$ cat src/rtl/spi_flash_responder_pkg.sv
// Shared constants and types for the SPI NOR-flash responder.
// Opcodes, FSM state encoding and the fixed status byte live here.
package spi_flash_responder_pkg;

    localparam logic [7:0] OP_READ     = 8'h03;
    localparam logic [7:0] OP_FREAD    = 8'h0B;
    localparam logic [7:0] OP_RDSR     = 8'h05;
    localparam logic [7:0] STATUS_BYTE = 8'h00;
    localparam logic [7:0] FILL_BYTE   = 8'hFF;

    typedef enum logic [2:0] {
        IDLE   = 3'd0,
        CMD    = 3'd1,
        ADDR   = 3'd2,
        DUMMY  = 3'd3,
        DATA   = 3'd4,
        STATUS = 3'd5,
        IGNORE = 3'd6
    } state_t;

    // 24-bit flash address increment, wrapping 0xFFFFFF -> 0x000000.
    function automatic logic [23:0] next_addr(input logic [23:0] a);
        return a + 24'd1;
    endfunction

endpackage

$ cat src/rtl/spi_flash_responder_spi_in_sync.sv
// Synchronizers for cs_n/sclk/mosi plus one-cycle sclk rise/fall strobes.
// All outputs are registered and mutually aligned.
module spi_in_sync #(
    parameter int SYNC_STAGES = 2
) (
    input  logic clk,
    input  logic rst,
    input  logic cs_n_raw,
    input  logic sclk_raw,
    input  logic mosi_raw,
    output logic cs_n_sync,
    output logic mosi_sync,
    output logic sclk_rise,
    output logic sclk_fall
);

    logic [SYNC_STAGES-1:0] cs_pipe;
    logic [SYNC_STAGES-1:0] sclk_pipe;
    logic [SYNC_STAGES-1:0] mosi_pipe;
    logic                   sclk_prev;

    // Synchronizer chains and edge detection on the last sclk stage.
    always_ff @(posedge clk) begin
        if (rst) begin
            cs_pipe   <= {SYNC_STAGES{1'b1}};
            sclk_pipe <= {SYNC_STAGES{1'b0}};
            mosi_pipe <= {SYNC_STAGES{1'b0}};
            sclk_prev <= 1'b0;
            cs_n_sync <= 1'b1;
            mosi_sync <= 1'b0;
            sclk_rise <= 1'b0;
            sclk_fall <= 1'b0;
        end else begin
            cs_pipe   <= {cs_pipe[SYNC_STAGES-2:0], cs_n_raw};
            sclk_pipe <= {sclk_pipe[SYNC_STAGES-2:0], sclk_raw};
            mosi_pipe <= {mosi_pipe[SYNC_STAGES-2:0], mosi_raw};
            sclk_prev <= sclk_pipe[SYNC_STAGES-1];
            cs_n_sync <= cs_pipe[SYNC_STAGES-1];
            mosi_sync <= mosi_pipe[SYNC_STAGES-1];
            sclk_rise <= sclk_pipe[SYNC_STAGES-1] & ~sclk_prev;
            sclk_fall <= ~sclk_pipe[SYNC_STAGES-1] & sclk_prev;
        end
    end

endmodule

$ cat src/rtl/spi_flash_responder.sv
// SPI mode-0 serial NOR flash responder: READ, FAST_READ and RDSR served
// from a byte-wide memory port with single-byte prefetch.
module spi_flash_responder
    import spi_flash_responder_pkg::*;
#(
    parameter int ADDR_W      = 21,
    parameter int SYNC_STAGES = 2
) (
    input  logic              wb_clk_i,
    input  logic              wb_rst_i,
    input  logic              spi_cs_n,
    input  logic              spi_sclk,
    input  logic              spi_mosi,
    output logic              spi_miso,
    output logic              spi_miso_oe,
    output logic [ADDR_W-1:0] mem_adr_o,
    output logic              mem_rd_o,
    input  logic [7:0]        mem_dat_i,
    input  logic              mem_ack_i,
    output logic              busy_o
);

    logic        cs_n_s;
    logic        mosi_s;
    logic        rise_raw_s;
    logic        fall_raw_s;

    spi_in_sync #(.SYNC_STAGES(SYNC_STAGES)) u_sync (
        .clk       (wb_clk_i),
        .rst       (wb_rst_i),
        .cs_n_raw  (spi_cs_n),
        .sclk_raw  (spi_sclk),
        .mosi_raw  (spi_mosi),
        .cs_n_sync (cs_n_s),
        .mosi_sync (mosi_s),
        .sclk_rise (rise_raw_s),
        .sclk_fall (fall_raw_s)
    );

    state_t      state_r, state_nxt;
    logic [2:0]  bit_cnt_r, bit_cnt_nxt;
    logic [1:0]  byte_cnt_r, byte_cnt_nxt;
    logic [7:0]  shift_r, shift_nxt;
    logic [23:0] addr_r, addr_nxt;
    logic        dummy_r, dummy_nxt;
    logic [7:0]  tx_r, tx_nxt;
    logic [7:0]  pf_r, pf_nxt;
    logic        pf_valid_r, pf_valid_nxt;
    logic        stale_r, stale_nxt;
    logic        miso_nxt, oe_nxt, rd_nxt, busy_nxt;
    logic [ADDR_W-1:0] adr_nxt;

    logic        rise_s, fall_s, ack_s;
    logic [7:0]  rx_byte_s, fetched_s;
    logic [23:0] shift_addr_s, inc_addr_s;

    // Next-state, datapath and output decode.
    always_comb begin
        state_nxt    = state_r;
        bit_cnt_nxt  = bit_cnt_r;
        byte_cnt_nxt = byte_cnt_r;
        shift_nxt    = shift_r;
        addr_nxt     = addr_r;
        dummy_nxt    = dummy_r;
        tx_nxt       = tx_r;
        pf_nxt       = pf_r;
        pf_valid_nxt = pf_valid_r;
        stale_nxt    = stale_r;
        miso_nxt     = spi_miso;
        oe_nxt       = spi_miso_oe;
        rd_nxt       = mem_rd_o;
        adr_nxt      = mem_adr_o;
        busy_nxt     = ~cs_n_s;

        rise_s       = rise_raw_s & ~cs_n_s;
        fall_s       = fall_raw_s & ~cs_n_s;
        ack_s        = mem_rd_o & mem_ack_i;
        rx_byte_s    = {shift_r[6:0], mosi_s};
        shift_addr_s = {addr_r[22:0], mosi_s};
        inc_addr_s   = next_addr(addr_r);
        // A load that beats the ack (or an ack landing on the load cycle) is covered here.
        fetched_s    = pf_valid_r ? pf_r : ((ack_s & ~stale_r) ? mem_dat_i : FILL_BYTE);

        if (ack_s) begin
            rd_nxt    = 1'b0;
            stale_nxt = 1'b0;
            pf_nxt    = stale_r ? pf_r : mem_dat_i;
            pf_valid_nxt = ~stale_r;
        end else begin
            rd_nxt    = mem_rd_o;
        end

        case (state_r)
            IDLE: begin
                if (!cs_n_s) begin
                    state_nxt    = CMD;
                    bit_cnt_nxt  = 3'd0;
                    byte_cnt_nxt = 2'd0;
                end else begin
                    state_nxt    = IDLE;
                end
            end
            CMD: begin
                if (rise_s) begin
                    shift_nxt   = rx_byte_s;
                    bit_cnt_nxt = bit_cnt_r + 3'd1;
                    if (bit_cnt_r == 3'd7) begin
                        byte_cnt_nxt = 2'd0;
                        case (rx_byte_s)
                            OP_READ:  begin state_nxt = ADDR; dummy_nxt = 1'b0; end
                            OP_FREAD: begin state_nxt = ADDR; dummy_nxt = 1'b1; end
                            OP_RDSR:  begin state_nxt = STATUS; tx_nxt = STATUS_BYTE; oe_nxt = 1'b1; end
                            default:  begin state_nxt = IGNORE; oe_nxt = 1'b0; end
                        endcase
                    end else begin
                        state_nxt = CMD;
                    end
                end else begin
                    state_nxt = CMD;
                end
            end
            ADDR: begin
                if (rise_s) begin
                    addr_nxt    = shift_addr_s;
                    bit_cnt_nxt = bit_cnt_r + 3'd1;
                    if ((bit_cnt_r == 3'd7) && (byte_cnt_r == 2'd2)) begin
                        state_nxt    = dummy_r ? DUMMY : DATA;
                        byte_cnt_nxt = 2'd0;
                        rd_nxt       = 1'b1;
                        adr_nxt      = shift_addr_s[ADDR_W-1:0];
                        pf_valid_nxt = 1'b0;
                        stale_nxt    = 1'b0;
                    end else begin
                        byte_cnt_nxt = (bit_cnt_r == 3'd7) ? byte_cnt_r + 2'd1 : byte_cnt_r;
                    end
                end else begin
                    state_nxt = ADDR;
                end
            end
            DUMMY: begin
                if (rise_s) begin
                    bit_cnt_nxt = bit_cnt_r + 3'd1;
                    state_nxt   = (bit_cnt_r == 3'd7) ? DATA : DUMMY;
                end else begin
                    state_nxt   = DUMMY;
                end
            end
            DATA: begin
                if (fall_s) begin
                    bit_cnt_nxt = bit_cnt_r + 3'd1;
                    if (bit_cnt_r == 3'd0) begin
                        miso_nxt     = fetched_s[7];
                        tx_nxt       = {fetched_s[6:0], 1'b1};
                        oe_nxt       = 1'b1;
                        addr_nxt     = inc_addr_s;
                        rd_nxt       = 1'b1;
                        adr_nxt      = inc_addr_s[ADDR_W-1:0];
                        pf_valid_nxt = 1'b0;
                        stale_nxt    = 1'b0;
                    end else begin
                        miso_nxt = tx_r[7];
                        tx_nxt   = {tx_r[6:0], 1'b1};
                    end
                end else begin
                    state_nxt = DATA;
                end
            end
            STATUS: begin
                if (fall_s) begin
                    bit_cnt_nxt = bit_cnt_r + 3'd1;
                    miso_nxt    = (bit_cnt_r == 3'd0) ? STATUS_BYTE[7] : tx_r[7];
                    tx_nxt      = (bit_cnt_r == 3'd0) ? {STATUS_BYTE[6:0], 1'b0} : {tx_r[6:0], 1'b0};
                end else begin
                    state_nxt = STATUS;
                end
            end
            IGNORE: begin
                oe_nxt = 1'b0;
            end
            default: begin
                state_nxt = IDLE;
            end
        endcase

        // Deselect wins over everything; an in-flight fetch is left to finish and discarded.
        if (cs_n_s && (state_r != IDLE)) begin
            state_nxt    = IDLE;
            oe_nxt       = 1'b0;
            miso_nxt     = 1'b1;
            pf_valid_nxt = 1'b0;
            stale_nxt    = rd_nxt;
        end else begin
            busy_nxt     = ~cs_n_s;
        end
    end

    // State and output registers.
    always_ff @(posedge wb_clk_i) begin
        if (wb_rst_i) begin
            state_r     <= IDLE;
            bit_cnt_r   <= 3'd0;
            byte_cnt_r  <= 2'd0;
            shift_r     <= 8'h00;
            addr_r      <= 24'h000000;
            dummy_r     <= 1'b0;
            tx_r        <= 8'hFF;
            pf_r        <= 8'h00;
            pf_valid_r  <= 1'b0;
            stale_r     <= 1'b0;
            spi_miso    <= 1'b1;
            spi_miso_oe <= 1'b0;
            mem_rd_o    <= 1'b0;
            mem_adr_o   <= {ADDR_W{1'b0}};
            busy_o      <= 1'b0;
        end else begin
            state_r     <= state_nxt;
            bit_cnt_r   <= bit_cnt_nxt;
            byte_cnt_r  <= byte_cnt_nxt;
            shift_r     <= shift_nxt;
            addr_r      <= addr_nxt;
            dummy_r     <= dummy_nxt;
            tx_r        <= tx_nxt;
            pf_r        <= pf_nxt;
            pf_valid_r  <= pf_valid_nxt;
            stale_r     <= stale_nxt;
            spi_miso    <= miso_nxt;
            spi_miso_oe <= oe_nxt;
            mem_rd_o    <= rd_nxt;
            mem_adr_o   <= adr_nxt;
            busy_o      <= busy_nxt;
        end
    end

endmodule

$ cat config.mk
export PLATFORM = sky130hd
export DESIGN_NAME = spi_flash_responder
export DESIGN_NICKNAME = d
export VERILOG_FILES = /design/src/rtl/spi_flash_responder_pkg.sv /design/src/rtl/spi_flash_responder_spi_in_sync.sv /design/src/rtl/spi_flash_responder.sv
export SDC_FILE = /design/constraint.sdc
export NUM_CORES = 1
export LEC_CHECK = 0
export BUFFER_PORTS_ARGS = -buffer_cell sky130_fd_sc_hd__buf_2
export CAP_MARGIN = 25
export CORE_MARGIN = 3
export CORE_UTILIZATION = 40
export CTS_CLUSTER_SIZE = 16
export DETAILED_ROUTE_END_ITERATION = 6
export REMOVE_ABC_BUFFERS = 1
export SLEW_MARGIN = 20
export SYNTH_ARGS = -nofsm -noshare
export SYNTH_HDL_FRONTEND = slang
export SYNTH_SLANG_ARGS = --single-unit
$ cat constraint.sdc
create_clock -name wb_clk_i -period 2.7 [get_ports wb_clk_i]
set_input_delay 0.135 -clock wb_clk_i [delete_from_list [all_inputs] [get_ports wb_clk_i]]
set_output_delay 0.135 -clock wb_clk_i [all_outputs]
set_load 0.05 [all_outputs]
==> flow_summary.ini <==
[cells_and_area]
syn2layout_area_growth_pct = 12.3
finalInstanceArea_mm2 = 0.00524
layout.nets = 630
final_common_cell = dfxtp_1
layout_common_cells = dfxtp_1 (91), nand2_1 (84), nor2_1 (64), a21oi_1 (49), buf_2 (38)
drive_gt1_frac = 0.151
antenna_cells = 0

[floorplanning]
io_pins = 39
num_rows = 38
core-area_mm2 = 0.0111
fp.dieH_um = 114
die_x_um = 114
start_util = 0.420
dieArea_mm2 = 0.0130

[routing]
first_iter_violations = 288
vias_per_cell = 5.69
vias = 4295
dr.pass1.iters = 5
drc = 0
ant_nets = 0
routed_wl_mm = 11.2
post_drt_wl_per_cell_um = 14.8

[clocking]
path_clk_slew_ps = 60
cts_setup_buffers = 0
clock_sinks = 91
post_cts_resized = 0
h-tree-depth = 3
holdBufCountCts = 3
cts_buffer_depth = 2
insertion_delay_ps = 340
numCtsBuffers = 9
cts_tree = built
cts-root-buf = clkbuf_16

[logic_synthesis]
ys_ff_latch = 91
syn_inst = 589
synth_area_mm2 = 0.00467
yosysWarnings = 0
syn_area_per_cell_um2 = 7.93
synth-edff-count = 0
ys_seq_area_frac = 0.390
post_synth_num_cell_types = 68
synth_ff_type = dfxtp_1
ys_async_sr_fraction = 0

[global_routing]
grt_pass1_wl_mm = 19.0
first_global_vias = 3940
grt_overflow = 0
track_usage = 0.179
grt_max_degree = 41
antenna_found_initial = 0

[hold_path]
worstHoldPathType = in -> reg
min_from = mem_dat_i[0]
min_path_cells = 3

[critical_path]
startpoint_type = flop
crit_type = reg -> reg
crit_slowest_cell = a32oi_2
crit_chain = or3b_1, nor2_4, a32oi_2, buf_4, a211o_1, a21oi_1
path_max_fanout = 14
worst_ep_arrival_time_ps = 2580
crit_path_max_incr_delay_ps = 700
crit_required_ps = 2930
rr_startpoint = state_r[0]
reg2regPathDepth = 6
path_buf_inv = 1
worst-path-stages = 6
critPathLaunch = state_r[0]
cp_top_family = compound AO/OA/AOI/OAI gates
cp-end-kind = flop

[sta]
hold_viol = 0
slew_violations = 0
finalSetupTns_ps = 0
rsz0062_at_grt = no
finalWorstSetupSlack_ps = 347
worst_pin_slew_ps = 831
finalSetupViolCount = 0
period_minus_slack_ps = 2350
relSlewSlack = 0.446
whs_ps = 34.5
finClkSkew_ps = 5.15
fin_crit_sh = 0.872
max_freq_mhz = 425

[placed_design]
placed_area_mm2 = 0.00495
gp_congestion = 0.899
port_buffers = 38
pre_cts_ws_ps = 394
dp_hpwl_mm = 7.74

[power_and_ir_drop]
p_per_area_mw_per_mm2 = 490
peakVddDrop_mv = 0.467
p_leak_uw = 0.00180

[job]
maxCapViolCount = 0

[outcome]
status = finished, final reports clean
[sequential cells by signal, indices dropped and copies added (netlist names), 2 cells and up]
register / flops
shift_r: 7
state_r: 3
u_sync.sclk_pipe: 2
mem_adr_o: 21
addr_r: 21
tx_r: 8
byte_cnt_r: 2
pf_r: 8
bit_cnt_r: 3
u_sync.cs_pipe: 2
u_sync.mosi_pipe: 2
[worst min-delay path, stage by stage]
cell,delay (ps)
buf_2,100
nand2_1,50
a21oi_1,50
[final cells by class]
class | instances | area, µm²
fillers | 1151 | 5880
multi-input cells | 439 | 2580
flip-flops and latches | 91 | 1820
repair buffers | 60 | 363
clock buffers | 13 | 250
well taps | 140 | 175
inverters | 10 | 37.5
clock inverters | 2 | 12.5
[path summary, 6_finish.rpt]
kind	to	slack (ps)
setup / recovery	mem_adr_o[10]	350
hold / removal	pf_r[0]	30
setup reg to reg	mem_adr_o[10]	350
hold reg to reg	u_sync.cs_pipe[1]	410
[per-stage QoR]
stage                     std cells  power (µW)  utilization
after floorplan                 540        1410            -
after global placement          737        1450        0.445
after detailed placement        737        1450        0.445
after CTS                       755        2610        0.471
after global routing            755        2680        0.471
final                           755        2570        0.471
[cell usage after synthesis, types with 8 or more instances]
master / instances / area share
dfxtp_1: 91 / 0.39
nor3_1: 12 / 0.013
clkbuf_1: 30 / 0.024
buf_2: 9 / 0.0096
inv_1: 10 / 0.0080
a21oi_1: 49 / 0.053
or2_2: 8 / 0.011
a31oi_1: 8 / 0.011
nor2_1: 64 / 0.051
nor2b_1: 15 / 0.020
nand2_1: 84 / 0.068
mux2i_1: 12 / 0.026
nand3_1: 22 / 0.024
a211oi_1: 17 / 0.027
o21ai_0: 27 / 0.029
nand2b_1: 10 / 0.013
a221oi_1: 8 / 0.015
[report_power, final]
part | total, µW | leakage (µW) | switching (µW) | internal [µW]
clock | 1150 | 0.000126 | 505 | 643
sequential | 1350 | 0.000735 | 5.52 | 1350
combinational | 68.3 | 0.000944 | 41.6 | 26.7
[layer usage]
metal / GRT usage / vias to the layer above / part of all wire
met5: 0 / - / 0
met4: 0.0467 / 0 / 0.012
met3: 0.0536 / 12 / 0.052
met2: 0.295 / 104 / 0.48
met1: 0.228 / 2026 / 0.46
li1: - / 2153 / -
[logic make-up (layout without fill, tap and decap cells)]
kind of cell,after synthesis,count (layout),share of synthesized area
mux,13,13,0.0281
xor+xnor,2,2,0.00375
flops,91,91,0.390
buf+inv,59,85,0.0579
compound gates,162,162,0.232
fa+ha+maj,5,5,0.0134
simple gates,257,257,0.274
Power figures use the tool's default switching activity.
